### src/rtl/iserdes_deser.sv
// Single-clock deserializer: shifts D every CLK, captures a word on IOCE, supports bit-slip.
// Optional strobe-spacing checker enabled by defining ISERDES_DESER_IOCE_CHECK_EN.
module iserdes_deser #(
  parameter int unsigned DATA_WIDTH = 4,
  parameter string       MSB_FIRST  = "TRUE"
) (
  input  logic                  CLK,
  input  logic                  RST,
  input  logic                  D,
  input  logic                  IOCE,
  input  logic                  BITSLIP,
  output logic [DATA_WIDTH-1:0] Q,
  output logic                  VALID,
  output logic [2:0]            SLIP_COUNT,
  output logic                  ERR
);

  localparam logic [2:0] SlipMax = 3'(DATA_WIDTH - 1);

  logic [DATA_WIDTH-1:0] sr_q, sr_shift, sr_d;
  logic [DATA_WIDTH-1:0] q_q;
  logic                  valid_q;
  logic                  bitslip_q;
  logic [2:0]            slip_cnt_q;
  logic                  slip;

  generate
    if (MSB_FIRST == "TRUE") begin : g_msb_first
      assign sr_shift = {sr_q[DATA_WIDTH-2:0], D};
    end else begin : g_lsb_first
      assign sr_shift = {D, sr_q[DATA_WIDTH-1:1]};
    end
  endgenerate

  assign slip = BITSLIP & ~bitslip_q;

  // A slip swallows this cycle's sample, moving the word boundary by one bit.
  always_comb begin
    sr_d = sr_shift;
    if (slip) begin
      sr_d = sr_q;
    end
  end

  always_ff @(posedge CLK) begin
    if (RST) begin
      sr_q       <= '0;
      q_q        <= '0;
      valid_q    <= 1'b0;
      bitslip_q  <= 1'b0;
      slip_cnt_q <= 3'd0;
    end else begin
      sr_q      <= sr_d;
      bitslip_q <= BITSLIP;
      valid_q   <= IOCE;
      if (IOCE) begin
        q_q <= sr_d;
      end
      if (slip) begin
        slip_cnt_q <= (slip_cnt_q == SlipMax) ? 3'd0 : slip_cnt_q + 3'd1;
      end
    end
  end

  assign Q          = q_q;
  assign VALID      = valid_q;
  assign SLIP_COUNT = slip_cnt_q;

`ifdef ISERDES_DESER_IOCE_CHECK_EN
  logic [3:0] space_cnt_q;
  logic       seen_q;
  logic       err_q;

  // Counter reads k on the k-th edge after a strobe; saturation at 15 means the strobe was lost.
  always_ff @(posedge CLK) begin
    if (RST) begin
      space_cnt_q <= 4'd0;
      seen_q      <= 1'b0;
      err_q       <= 1'b0;
    end else begin
      if (IOCE) begin
        space_cnt_q <= 4'd1;
        seen_q      <= 1'b1;
        if (seen_q && (space_cnt_q != 4'(DATA_WIDTH))) begin
          err_q <= 1'b1;
        end
      end else if (space_cnt_q != 4'd15) begin
        space_cnt_q <= space_cnt_q + 4'd1;
      end
      if (seen_q && (space_cnt_q == 4'd15)) begin
        err_q <= 1'b1;
      end
    end
  end

  assign ERR = err_q;
`else
  assign ERR = 1'b0;
`endif

endmodule

### config.mk
export PLATFORM = sky130hd
export DESIGN_NAME = iserdes_deser
export DESIGN_NICKNAME = d
export VERILOG_FILES = /design/src/rtl/iserdes_deser.sv
export SDC_FILE = /design/constraint.sdc
export NUM_CORES = 1
export LEC_CHECK = 0
export ABC_AREA = 1
export BUFFER_PORTS_ARGS = -buffer_cell sky130_fd_sc_hd__buf_2
export CORE_AREA = 2 2 39 41
export CTS_CLUSTER_DIAMETER = 100
export CTS_CLUSTER_SIZE = 10
export DETAILED_ROUTE_END_ITERATION = 8
export DIE_AREA = 0 0 41 43
export HOLD_SLACK_MARGIN = 0.06
export PLACE_DENSITY_LB_ADDON = 0.05
export RECOVER_POWER = 25
export SYNTH_ARGS = -nofsm -noshare
export SYNTH_HDL_FRONTEND = slang
export SYNTH_SLANG_ARGS = --single-unit
### constraint.sdc
create_clock -name CLK -period 1 [get_ports CLK]
set_input_delay 0.2 -clock CLK [delete_from_list [all_inputs] [get_ports CLK]]
set_output_delay 0.2 -clock CLK [all_outputs]
set_load 0.01 [all_outputs]
==> results.sh, run 1 <==
export IMPL_status="complete, no violations"
export IMPL_portBuffers=12
export IMPL_hold_buffers=0
export IMPL_fp_row_count=14
export IMPL_fill_cells=152
export IMPL_setup_viol=0
export IMPL_finalSetupTns_ns=0
export IMPL_netlist_instances=70
export IMPL_grt_pass1_wl_microns=1490
export IMPL_crit_arrival_ns=0.77
export IMPL_die_w_microns=41
export IMPL_start_util=0.377
export IMPL_synth_area_leaders="dfxtp_1 (50%), nand3_1 (8.6%), nand2_1 (8.6%)"
export IMPL_crit_type="reg -> out"
export IMPL_swShare=0.261
export IMPL_synth_area_per_cell_sq_um=7.45
export IMPL_start_kind="flip-flop"
export IMPL_cp_num_buf_inv=1
export IMPL_post_route_period_util=0.969
export IMPL_crit_path_top_delay_cell="dfxtp_1"
export IMPL_drv_slew=0
export IMPL_cts_buffers=3
export IMPL_hpwl_microns=655
export IMPL_p_seq_frac=0.552
export IMPL_required_ns=0.80
export IMPL_endpoint_kind="output pin"
export IMPL_synth_distinct_cells=15
export IMPL_diodes=0
export IMPL_internal_power_w=0.000751
export IMPL_place_area_sq_um=584
export IMPL_crit_chain="buf_2"
export IMPL_fmax_mhz=1030
export IMPL_clk_latency_ns=0.28
export IMPL_final_common_cell="nand2_1"
export IMPL_antenna_found_initial=0
export IMPL_routed_wl_microns=917
export IMPL_fin_ws_ns=0.0307
export IMPL_drv_cap=0
export IMPL_worstHoldPathType="in -> reg"
export IMPL_synth_nets=76
export IMPL_firstDrtPassIters=4
export IMPL_post_cts_buffers=0
export IMPL_met1_length_microns=462
export IMPL_ioPinCount=14
export IMPL_wl_per_cell_microns=9.26
export IMPL_cts_tree="yes"
export IMPL_cp_max_fo=3
export IMPL_cp_top_family="flip-flops"
export IMPL_ir_drop_uv=644
export IMPL_areaGrowthSynthToFinish_pct=18.5
export IMPL_cpPeakStageDelay_ns=0.35
export IMPL_grt_start_max_net_pins=12
export IMPL_hold_violations=0
export IMPL_skew_ns=0.00368
export IMPL_rsz0062_at_grt="no"
export IMPL_met3_length_microns=54
export IMPL_syn_area_sq_um=522
export IMPL_place_inst=95
export IMPL_routed_wl_met2_microns=368
export IMPL_die_area_sq_mm=0.00176
export IMPL_yosysTopAreaCellShare=0.499
export IMPL_p_clk_frac=0.326
export IMPL_synth_seq_cells=13
export IMPL_p_per_area_mw_per_mm2=1640
export IMPL_vias_per_cell=4.46
export IMPL_vias=442
export IMPL_top_layer_used="met4"
export IMPL_grt_pass1_vias=385
export IMPL_final_area_sq_um=618
export IMPL_power_frac_comb=0.122
export IMPL_htreeDepth=1
export IMPL_yosys_warnings=0
export IMPL_clockBufferDepth=2
export IMPL_gp_congestion=0.689
export IMPL_layout_common_cells="nand2_1 (12), dfxtp_1 (11), nor2_1 (11)"
export IMPL_clk_pin_slew_ns=0.08
export IMPL_drive_gt1_frac=0.253
export IMPL_synth_top_cell_by_area="dfxtp_1"
export IMPL_drt_iter0_drc=13
export IMPL_period_minus_slack_ns=0.969
export IMPL_coreArea_sq_mm=0.00138
export IMPL_die_height_microns=43
export IMPL_p_leak_nw=0.324
export IMPL_drc=0
export IMPL_p_sw_w=0.000266
export IMPL_root_buffer="clkbuf_4"
export IMPL_fin_cells=99
export IMPL_fin_nets=90
export IMPL_hold_slack_ns=0.195
export IMPL_cts_sinks=13
export IMPL_grt_use_total=0.136
export IMPL_grt_overflow=0
export IMPL_ant_nets=0
export IMPL_post_place_ws_ns=0.0593
export IMPL_ys_seq_area_frac=0.499
-- registers in the layout, summed over array words and instances (netlist names) --
| name | flops |
|---|---|
| Q | 4 |
| SLIP_COUNT | 3 |
| VALID | 1 |
| bitslip_q | 1 |
| sr_q | 4 |
-- cell families (layout without fill, tap and decap cells) --
family                   Yosys count  count (layout)  share of synthesized area
AND/OR/NAND/NOR                   35              35                      0.297
buffers and inverters             13              26                      0.106
flip-flops                        13              13                      0.499
other                              1               1                    0.00719
adder cells (fa/ha/maj)            1               1                     0.0240
AO/OA/AOI/OAI                      7               7                     0.0671
-- per-layer routing --
| layer | track usage | vias up |
|---|---|---|
| met5 | 0 | - |
| li1 | - | 238 |
| met2 | 0.175 | 12 |
| met3 | 0.0314 | 4 |
| met4 | 0.140 | 0 |
| met1 | 0.168 | 188 |
-- layout make-up --
class                      instances  area (sq um)  area share
clock buffer                       4          26.3      0.0425
tap                               16          20.0      0.0324
multi-input combinational         44           206       0.334
timing repair buffer              12          65.1       0.105
sequential                        13           263       0.425
inverter                          10          37.5      0.0607
-- cell usage after synthesis (all sizes together) --
master	number
a21oi	6
buf	3
conb	1
dfxtp	13
ha	1
inv	10
nand2	13
nand3	9
nor2	13
o21ai	1
-- worst paths after layout --
kind                            cells past startpoint     startpoint            end  slack, ns
worst max-delay path                                1  SLIP_COUNT[1]  SLIP_COUNT[1]       0.03
worst min-delay path                                3              D        sr_q[0]       0.20
worst max register to register                      4  SLIP_COUNT[0]  SLIP_COUNT[0]       0.08
worst min register to register                      2  SLIP_COUNT[2]  SLIP_COUNT[2]       0.46
-- timing repair --
item                                    CTS  global route
endpoints found under the setup margin    1             2
gates resized for setup                   1             2
endpoints found under the hold margin     0             0
-- power groups by stage --
stage	Sequential, W	Combinational (W)	Clock, W
floorplan	0.000581	0.0000770	0
global placement	0.000572	0.000122	0
detailed placement	0.000572	0.000122	0
CTS	0.000561	0.000123	0.000345
global route	0.000566	0.000143	0.000370
finish	0.000561	0.000124	0.000331
-- through the flow --
step           power, W  utilization
2_1_floorplan  0.000658            -
3_3_place_gp   0.000694        0.422
3_5_place_dp   0.000694        0.422
4_1_cts         0.00103        0.442
5_1_grt         0.00108        0.447
6_report        0.00102        0.447
-- worst register-to-register path: stages, from the launching register on --
cell and delay, ns:
dfxtp_2 0.36, ha_1 0.17, nand2_1 0.07, a21oi_1 0.17, nor2_2 0.04
Power figures use the tool's default switching activity.
==> run 2: changes to the inputs <==
Settings changed: PLACE_DENSITY from default to 0.66, PLACE_DENSITY_LB_ADDON 0.05 to default, SETUP_SLACK_MARGIN from default to 0.15.
==> results.sh, run 2 (synthesis results as in run 1) <==
export IMPL_cp_num_buf_inv=1
export IMPL_skew_ns=0.000540
export IMPL_vias_per_cell=4.75
export IMPL_grt_overflow=0
export IMPL_final_common_cell="nor2_1"
export IMPL_crit_type="reg -> out"
export IMPL_diodes=0
export IMPL_place_area_sq_um=608
export IMPL_drive_gt1_frac=0.500
export IMPL_layout_common_cells="nor2_1 (11), inv_1 (8), buf_6 (8)"
export IMPL_period_minus_slack_ns=0.968
export IMPL_ioPinCount=14
export IMPL_p_leak_nw=0.384
export IMPL_place_inst=95
export IMPL_antenna_found_initial=0
export IMPL_ant_nets=0
export IMPL_drv_slew=0
export IMPL_clk_latency_ns=0.28
export IMPL_gp_congestion=0.805
export IMPL_portBuffers=12
export IMPL_worstHoldPathType="in -> reg"
export IMPL_rsz0062_at_grt="yes"
export IMPL_die_w_microns=41
export IMPL_vias=485
export IMPL_htreeDepth=1
export IMPL_start_kind="flip-flop"
export IMPL_clk_pin_slew_ns=0.08
export IMPL_power_total_w=0.00110
export IMPL_drt_iter0_drc=3
export IMPL_fmax_mhz=1030
export IMPL_worst_pin_slew_ns=0.502
export IMPL_cts_buffers=3
export IMPL_hpwl_microns=649
export IMPL_required_ns=0.80
export IMPL_firstDrtPassIters=4
export IMPL_clockBufferDepth=2
export IMPL_finalSetupTns_ns=0
export IMPL_grt_pass1_vias=438
export IMPL_drc=0
export IMPL_fin_nets=93
export IMPL_fin_cells=102
export IMPL_cts_sinks=13
export IMPL_crit_path_top_delay_cell="dfxtp_4"
export IMPL_coreArea_sq_mm=0.00138
export IMPL_drv_cap=0
export IMPL_die_area_sq_mm=0.00176
export IMPL_hold_buffers=0
export IMPL_status="complete, no violations"
export IMPL_start_util=0.377
export IMPL_grt_pass1_wl_microns=1710
export IMPL_grt_start_max_net_pins=12
export IMPL_die_height_microns=43
export IMPL_post_route_period_util=0.968
export IMPL_cp_max_fo=3
export IMPL_crit_chain="buf_6"
export IMPL_ir_drop_uv=951
export IMPL_areaGrowthSynthToFinish_pct=51.8
export IMPL_fp_row_count=14
export IMPL_wl_per_cell_microns=10.7
export IMPL_cp_top_family="flip-flops"
export IMPL_p_per_area_mw_per_mm2=1390
export IMPL_routed_wl_microns=1090
export IMPL_root_buffer="clkbuf_4"
export IMPL_cts_tree="yes"
export IMPL_hold_violations=0
export IMPL_final_area_sq_um=792
export IMPL_slew_limit_headroom=0.665
export IMPL_endpoint_kind="output pin"
export IMPL_crit_arrival_ns=0.77
export IMPL_grt_use_total=0.146
export IMPL_cpPeakStageDelay_ns=0.37
export IMPL_setup_viol=0
==> run 2: changes by cell type in the layout (fill, tap and decap cells not counted), moves of 4 or more <==
cell	change
nand2_4	+5
nand3_2	+4
dfxtp_1	-5
nand2_1	-6
buf_2	-6
dfxtp_2	+4
nand3_1	-4
buf_6	+7
==> run 2: report_power, final <==
| group | total [W] | switching [W] | internal [W] |
|---|---|---|---|
| Combinational | 0.000193 | 0.0000950 | 0.0000983 |
| Clock | 0.000338 | 0.000182 | 0.000155 |
| Sequential | 0.000573 | 0.0000263 | 0.000547 |
==> run 2: layer usage <==
metal	global-route usage	wire length, microns	share of wire
met2	0.213	524	0.48
met5	0	0	0
met1	0.173	477	0.44
met4	0.120	34	0.031
met3	0.0314	54	0.049
==> run 2: final cells by class <==
| type | count | area (sq um) |
|---|---|---|
| Fill cell | 124 | 592 |
| Timing Repair Buffer | 15 | 141 |
| Sequential cell | 13 | 272 |
| Multi-Input combinational cell | 44 | 290 |
| Clock buffer | 4 | 26.3 |
| Tap cell | 16 | 20.0 |
| Inverter | 10 | 42.5 |
==> run 2: repair_timing <==
item | in CTS | in global routing
buffers inserted | 3 | 0
pin swaps | 5 | 4
resized for setup | 19 | 15
endpoints found under the setup margin | 16 | 16
==> run 2: tightest hold or removal path: stages <==
cell,delay (ns)
buf_2,0.10
nand2_2,0.06
a21oi_1,0.06
==> run 2: path summary, 6_finish.rpt <==
path / from / endpoint / slack, ns / depth (start not counted)
max reg2reg: SLIP_COUNT[0] / SLIP_COUNT[1] / 0.06 / 4
min reg2reg: sr_q[3] / sr_q[3] / 0.50 / 2
min: D / sr_q[0] / 0.18 / 3
max: SLIP_COUNT[0] / SLIP_COUNT[0] / 0.03 / 1
==> run 2: per-stage QoR <==
step / hold slack [ns] / utilization / setup WS, ns
3_5_place_dp: 0.460 / 0.439 / 0.122
5_1_grt: 0.182 / 0.572 / 0.00887
2_1_floorplan: 0.325 / - / 0.151
3_3_place_gp: 0.453 / 0.439 / 0.115
6_report: 0.180 / 0.572 / 0.0323
4_1_cts: 0.190 / 0.537 / 0.0300
==> run 3: changes to the inputs <==
Settings changed: CTS_BUF_LIST from default to sky130_fd_sc_hd__clkbuf_16.
==> results.sh, run 3 (synthesis results as in run 1) <==
export IMPL_status="complete, no violations"
export IMPL_endpoint_kind="output pin"
export IMPL_portBuffers=12
export IMPL_coreArea_sq_mm=0.00138
export IMPL_crit_type="reg -> out"
export IMPL_start_util=0.377
export IMPL_ir_drop_uv=851
export IMPL_drive_gt1_frac=0.440
export IMPL_vias_per_cell=4.64
export IMPL_layout_common_cells="nor2_1 (11), inv_1 (9), nand3_1 (8)"
export IMPL_wl_per_cell_microns=10.4
export IMPL_grt_use_total=0.141
export IMPL_required_ns=0.80
export IMPL_cts_tree="yes"
export IMPL_diodes=0
export IMPL_drv_slew=0
export IMPL_fin_nets=91
export IMPL_post_route_period_util=0.913
export IMPL_routed_wl_microns=1040
export IMPL_crit_path_top_delay_cell="dfxtp_4"
export IMPL_r2r_start="bitslip_q"
export IMPL_cpPeakStageDelay_ns=0.35
export IMPL_hold_start="D"
export IMPL_skew_ns=0.00133
export IMPL_fill_cells=122
export IMPL_fmax_mhz=1100
export IMPL_die_area_sq_mm=0.00176
export IMPL_clk_pin_slew_ns=0.04
export IMPL_grt_overflow=0
export IMPL_drt_iter0_drc=7
export IMPL_grt_pass1_wl_microns=1630
export IMPL_ff2ff_path_depth=6
export IMPL_start_kind="flip-flop"
export IMPL_crit_start="SLIP_COUNT[1]"
export IMPL_cts_buffers=3
export IMPL_r2r_end="Q[2]"
export IMPL_whs_path_depth=3
export IMPL_register_area_sq_um=278
export IMPL_root_buffer="clkbuf_16"
export IMPL_rsz0062_at_grt="yes"
export IMPL_hold_violations=0
export IMPL_die_height_microns=43
export IMPL_worstHoldPathType="in -> reg"
export IMPL_p_leak_nw=0.386
export IMPL_p_per_area_mw_per_mm2=1870
export IMPL_multi_input_area_sq_um=273
export IMPL_antenna_found_initial=0
export IMPL_firstDrtPassIters=4
export IMPL_gp_congestion=0.805
export IMPL_cp_top_family="flip-flops"
export IMPL_min_to="sr_q[0]"
export IMPL_crit_arrival_ns=0.71
export IMPL_clockBufferDepth=2
export IMPL_hold_slack_ns=0.223
export IMPL_areaGrowthSynthToFinish_pct=53.7
export IMPL_htreeDepth=1
export IMPL_vias=464
export IMPL_grt_pass1_vias=401
export IMPL_r2r_slack_ns=0.15
export IMPL_final_common_cell="nor2_1"
export IMPL_setup_viol=0
export IMPL_cp_max_fo=3
export IMPL_period_minus_slack_ns=0.913
export IMPL_crit_chain="buf_6"
export IMPL_clk_latency_ns=0.24
export IMPL_final_util=0.580
export IMPL_finalSetupTns_ns=0
export IMPL_fp_row_count=14
export IMPL_drv_cap=0
export IMPL_hpwl_microns=649
export IMPL_drc=0
export IMPL_die_w_microns=41
export IMPL_ant_nets=0
export IMPL_cts_sinks=13
export IMPL_grt_start_max_net_pins=12
export IMPL_cp_num_buf_inv=1
export IMPL_ioPinCount=14
export IMPL_power_total_w=0.00150
## run 3: area by class of cell
class                   instances  area share
multi-input cells              44       0.340
repair buffers                 13       0.137
well taps                      16      0.0250
flip-flops and latches         13       0.346
clock buffers                   3      0.0936
inverters                      10      0.0530
clock inverters                 1     0.00468
## run 3: how the worst max path moves through the flow
stage,slack (ns),cells past startpoint,end
final,0.09,1,SLIP_COUNT[1]
after global routing,0.06,6,Q[2]
after CTS,0.09,1,SLIP_COUNT[1]
after detailed placement,0.12,6,Q[1]
after global placement,0.11,4,SLIP_COUNT[1]
after floorplan,0.15,4,SLIP_COUNT[1]
## run 3: routing by layer
layer,wire length (microns),global-route usage,up-vias
met1,468,0.176,207
met5,0,0,-
met2,479,0.184,13
li1,-,-,241
met3,66,0.0628,3
met4,25,0.100,0
## run 3: where the power goes
part	internal, W	total (W)	switching [W]
Sequential	0.000548	0.000574	0.0000264
Clock	0.000528	0.000754	0.000226
Combinational	0.0000850	0.000175	0.0000897
## run 3: stage by stage
| stage | cells | setup slack, ns | cell area, sq um |
|---|---|---|---|
| 2_1_floorplan | 70 | 0.151 | 546 |
| 3_3_place_gp | 95 | 0.115 | 608 |
| 3_5_place_dp | 95 | 0.122 | 608 |
| 4_1_cts | 100 | 0.0866 | 762 |
| 5_1_grt | 100 | 0.0595 | 802 |
| 6_report | 100 | 0.0871 | 802 |
## run 3: repair_timing
action,CTS,global route
hold buffers,0,0
resized for setup,18,10
buffers inserted,1,0
pin swaps,3,3
endpoints found under the setup margin,13,15
